**config.mk**
```make
export PLATFORM = sky130hd
export DESIGN_NAME = input_conditioner
export DESIGN_NICKNAME = d
export VERILOG_FILES = /design/src/rtl/input_conditioner.sv
export SDC_FILE = /design/constraint.sdc
export NUM_CORES = 1
export LEC_CHECK = 0
export CORE_MARGIN = 2
export CORE_UTILIZATION = 45
export CTS_CLUSTER_DIAMETER = 50
export CTS_CLUSTER_SIZE = 8
export DETAILED_ROUTE_END_ITERATION = 12
export GPL_TIMING_DRIVEN = 0
export PLACE_DENSITY = 0.74
export SKIP_CTS_REPAIR_TIMING = 1
export SYNTH_ARGS = -nofsm -noshare
export SYNTH_HDL_FRONTEND = slang
export SYNTH_SLANG_ARGS = --single-unit
export TNS_END_PERCENT = 5
```
**constraint.sdc**
```tcl
create_clock -name clk -period 3.95 [get_ports clk]
set_input_delay 0.395 -clock clk [delete_from_list [all_inputs] [get_ports clk]]
set_output_delay 0.395 -clock clk [all_outputs]
set_load 0.01 [all_outputs]
```
**src/rtl/input_conditioner.sv**
```systemverilog
// input_conditioner: sync, debounce and edge-pulse the five Pong buttons; auto-repeat under INPUT_CONDITIONER_AUTOREPEAT_EN
module input_conditioner #(
  parameter int NUM_BUTTONS    = 5,
  parameter int TICK_DIV       = 6000,
  parameter int DEBOUNCE_TICKS = 100,
  parameter int REPEAT_DELAY   = 800,
  parameter int REPEAT_RATE    = 200
) (
  input  logic                   clk,
  input  logic                   reset,
  input  logic [NUM_BUTTONS-1:0] btn_raw,
  output logic [NUM_BUTTONS-1:0] btn_level,
  output logic [NUM_BUTTONS-1:0] btn_press,
  output logic [NUM_BUTTONS-1:0] btn_release,
  output logic                   pause_up,
  output logic                   pause_down,
  output logic                   tick_en
);
  localparam int PW = TICK_DIV > 1 ? $clog2(TICK_DIV) : 1;
  localparam int CW = $clog2(DEBOUNCE_TICKS + 1);
  logic [PW-1:0] pre;
  logic [NUM_BUTTONS-1:0] s1, s2, accept, rise;
  logic [NUM_BUTTONS-1:0][CW-1:0] cnt;
  if (REPEAT_RATE < 1 || REPEAT_RATE > REPEAT_DELAY) begin : g_bad_repeat
    $error("REPEAT_RATE must lie in 1..REPEAT_DELAY");
  end
  assign tick_en    = pre == PW'(TICK_DIV - 1);
  assign pause_up   = btn_level[0] & btn_level[2];
  assign pause_down = btn_level[1] & btn_level[3];
  assign rise       = accept & ~btn_level;
  // sample prescaler, wraps after TICK_DIV cycles
  always_ff @(posedge clk or negedge reset)
    if (!reset) pre <= '0;
    else pre <= tick_en ? '0 : pre + 1'b1;
  // two-flop synchroniser for the asynchronous pins
  always_ff @(posedge clk or negedge reset)
    if (!reset) {s2, s1} <= '0;
    else {s2, s1} <= {s1, btn_raw};
  // a channel flips its level on the tick that completes DEBOUNCE_TICKS disagreeing ticks
  always_comb begin
    accept = '0;
    for (int i = 0; i < NUM_BUTTONS; i++)
      accept[i] = tick_en && s2[i] != btn_level[i] && cnt[i] == CW'(DEBOUNCE_TICKS - 1);
  end
  // disagreement counters, level register and release pulses; any agreeing cycle restarts the count
  always_ff @(posedge clk or negedge reset)
    if (!reset) begin
      cnt         <= '0;
      btn_level   <= '0;
      btn_release <= '0;
    end else begin
      for (int i = 0; i < NUM_BUTTONS; i++)
        cnt[i] <= (s2[i] == btn_level[i] || accept[i]) ? '0 : tick_en ? cnt[i] + 1'b1 : cnt[i];
      btn_level   <= btn_level ^ accept;
      btn_release <= accept & btn_level;
    end
`ifdef INPUT_CONDITIONER_AUTOREPEAT_EN
  localparam int HW = $clog2(REPEAT_DELAY + 1);
  logic [NUM_BUTTONS-1:0][HW-1:0] hold;
  logic [NUM_BUTTONS-1:0] rise_q, rep;
  // a repeat fires on the tick that completes the hold interval, never alongside a release
  always_comb begin
    rep = '0;
    for (int i = 0; i < NUM_BUTTONS; i++)
      rep[i] = tick_en && btn_level[i] && !rise_q[i] && !accept[i] && hold[i] == HW'(REPEAT_DELAY - 1);
  end
  // hold counters restart on the edge press and rewind by REPEAT_RATE after each repeat
  always_ff @(posedge clk or negedge reset)
    if (!reset) begin
      hold      <= '0;
      rise_q    <= '0;
      btn_press <= '0;
    end else begin
      for (int i = 0; i < NUM_BUTTONS; i++)
        hold[i] <= (!btn_level[i] || rise_q[i]) ? '0 :
                   rep[i] ? HW'(REPEAT_DELAY - REPEAT_RATE) :
                   tick_en ? hold[i] + 1'b1 : hold[i];
      rise_q    <= rise;
      btn_press <= rise | rep;
    end
`else
  // press pulse on accepted rising level changes only
  always_ff @(posedge clk or negedge reset)
    if (!reset) btn_press <= '0;
    else btn_press <= rise;
`endif
endmodule

```
==> run metrics <==
Fin Setup TNS=0 ns; leakage=1.68 nW; initial antenna violation count=0; RR Startpoint=pre[0]; highest-delay cell along the critical path=or4_4; total gr overflow=0; cell family with most CP delay=buffers and inverters; Slew HR=0.593; Main synth FF type=dfrtp_1; final cell count without fillers=469; Critical path origin=pre[0]; port bufs=24; Crit Path Category=register to primary output; via count=2598; die area=8290 sq um; # clock sinks=73; Routed WL=6810 um; Hold Path Cell Cnt=0; global-route wire length before repair=12100 um; Post-Synthesis Cell Area=3410 sq um; Worst Path Max Fanout=10; filler instances=692; sequential area share after synthesis=0.536; I/O pin cnt=25; vias per inst=5.54; Setup Skew=0.00928 ns; fmax=0.268 GHz; Startpoint Class=register; worst skew pair latency=0.36 ns; Die W=91.1 um; Avg Cell Area, Syn=10.4 sq um; Detailed Place HPWL=4730 um; Worst R2R Setup Slack=0.93 ns; CTS clk-pin slew, worst paths=0.07 ns; Die Span Y=91.1 um; initial core utilization=0.468; synthesized instance count=328; Area after DPL=3800 sq um; number of synthesized flops with an enable pin=0; post-route ant nets=0; slowest stage delay, CP=0.61 ns; Peak VDD IR=0.000203 V; Max Cap Viol=0; hold path endpoint=s2[3]; Core ar.=7290 sq um; Ys Warns=0; Synth Register Bits=73; H-tree Lvls=3; Least-Margin Pin Slew=0.604 ns; dpl cells=452; final worst setup slack=0.221 ns; Inserted Diodes=0; crit path DAT=3.33 ns; NumNets Final=388; row cnt=31; synth unique cells=34; Setup violations, final=0; post-route cell area=3990 sq um; hold_ws=0.355 ns; crit path cell chain=ha_1 > clkbuf_1 > nand3_1 > or4_4 > buf_6 > inv_2 > buf_2 > clkdlybuf4s50_1; R2R depth=9; Total GRT Usage=0.183; buffer depth of the longest clock path=2; area delta synth->final=17.0%; RSZ-0062 raised after global routing=no; DRC viols=0; pre-CTS setup slack=0.608 ns; Final min period=3.73 ns; layout cells sized above 1=0.0703; asr flop ratio synth=1.00; fin crit share=0.944; final RePlAce weighted congestion=0.805; RR Endpoint=btn_level[1]; outcome=finished clean; worst path bufs/invs=5; CTS tree=yes; largest net degree at the start of global routing=58; drt initial violations=237; HP Start=s1[3]; Num CTS Buffers=9; final hold violations=0; DR WL/cell=14.5 um; syn nets=351; CP endpoint kind=primary output; Data required, critical path=3.56 ns; Power Density=332 nW/um^2; vias in the first global route=2633; Initial DRT Pass Iterations=4; root buf cell=clkbuf_8; max-slew violations=0; Min-Delay Path Class=register to register
==> where the power goes <==
| group | switching, W | internal (W) |
|---|---|---|
| Sequential | 0.00000229 | 0.000752 |
| Combinational | 0.0000219 | 0.0000115 |
| Clock | 0.000277 | 0.000262 |
| Total | 0.000301 | 0.00103 |
==> how the worst max path moves through the flow <==
stage	end	slack (ns)	cells after the start
2_1_floorplan	btn_level[1]	1.52	9
3_3_place_gp	s1[3]	-0.02	1
3_5_place_dp	tick_en	0.61	8
4_1_cts	tick_en	0.23	8
5_1_grt	tick_en	0.02	8
6_report	tick_en	0.22	8
==> layout make-up <==
cell class / instances / area (sq um) / share of cell area
Sequential cell: 73 / 1830 / 0.458
Multi-Input combinational cell: 230 / 1470 / 0.367
Clock buffer: 12 / 155 / 0.0389
Inverter: 12 / 45.0 / 0.0113
Timing Repair Buffer: 26 / 275 / 0.0690
Buffer: 13 / 72.6 / 0.0182
Clock inverter: 4 / 26.3 / 0.00658
Tap cell: 99 / 124 / 0.0310
==> cells by family (layout without fill, tap and decap cells) <==
kind of cell,after synthesis,after routing,share of synthesized area
muxes,2,2,0.00587
AOI/OAI and AO/OA,43,43,0.0708
xor gates and xnor gates,28,28,0.0719
DFF,73,73,0.536
adders and majority gates,16,16,0.0587
buffers and inverters,25,67,0.0345
and+or+nand+nor,141,141,0.223
==> state kept, by name, indices dropped and copies added (netlist names) <==
name / flops
pre: 13
btn_release: 5
btn_press: 5
s2: 5
btn_level: 5
cnt: 35
s1: 5
==> cell usage after synthesis, types with 5 or more instances <==
master | count | area (sq um)
inv_1 | 11 | 41.3
nor4_1 | 10 | 62.6
nand4_1 | 16 | 100
or4_1 | 6 | 45.0
nor3_1 | 8 | 40.0
ha_1 | 16 | 200
xor2_1 | 11 | 96.3
nand2_1 | 21 | 78.8
or3_1 | 10 | 62.6
a21oi_1 | 20 | 100
nor2_1 | 26 | 97.6
xnor2_1 | 17 | 149
and3_1 | 5 | 31.3
o21ai_0 | 11 | 55.1
nand3_1 | 26 | 130
clkbuf_1 | 9 | 33.8
dfrtp_1 | 73 | 1830
==> per-layer routing <==
metal  vias up  track usage  part of all wire
met2        57        0.283              0.47
li1       1244            -                 -
met4         0        0.105             0.028
met1      1283        0.238              0.46
met5         -            0                 0
met3        14       0.0415             0.048
==> stage by stage <==
step            util  power [W]
2_1_floorplan      -   0.000776
3_3_place_gp   0.518   0.000799
3_5_place_dp   0.521   0.000803
4_1_cts        0.546    0.00134
5_1_grt        0.547    0.00138
6_report       0.547    0.00133
==> cell usage in the layout (no fill, tap or decap), types with 2 or more instances in the layout <==
cell	n
dfrtp_1	73
nand3_1	26
nor2_1	26
clkdlybuf4s50_1	23
nand2_1	21
a21oi_1	20
xnor2_1	17
nand4_1	16
ha_1	16
inv_1	11
xor2_1	11
o21ai_0	11
clkbuf_8	11
clkbuf_1	10
nor4_1	10
or3_1	10
nor3_1	8
or4_1	6
and3_1	5
o31ai_1	4
buf_6	3
nor4b_1	3
and2_1	3
o211ai_1	3
o21bai_1	3
or4_4	2
mux2i_1	2
clkinv_2	2
Note: power is estimated with default switching activity, not from simulation.
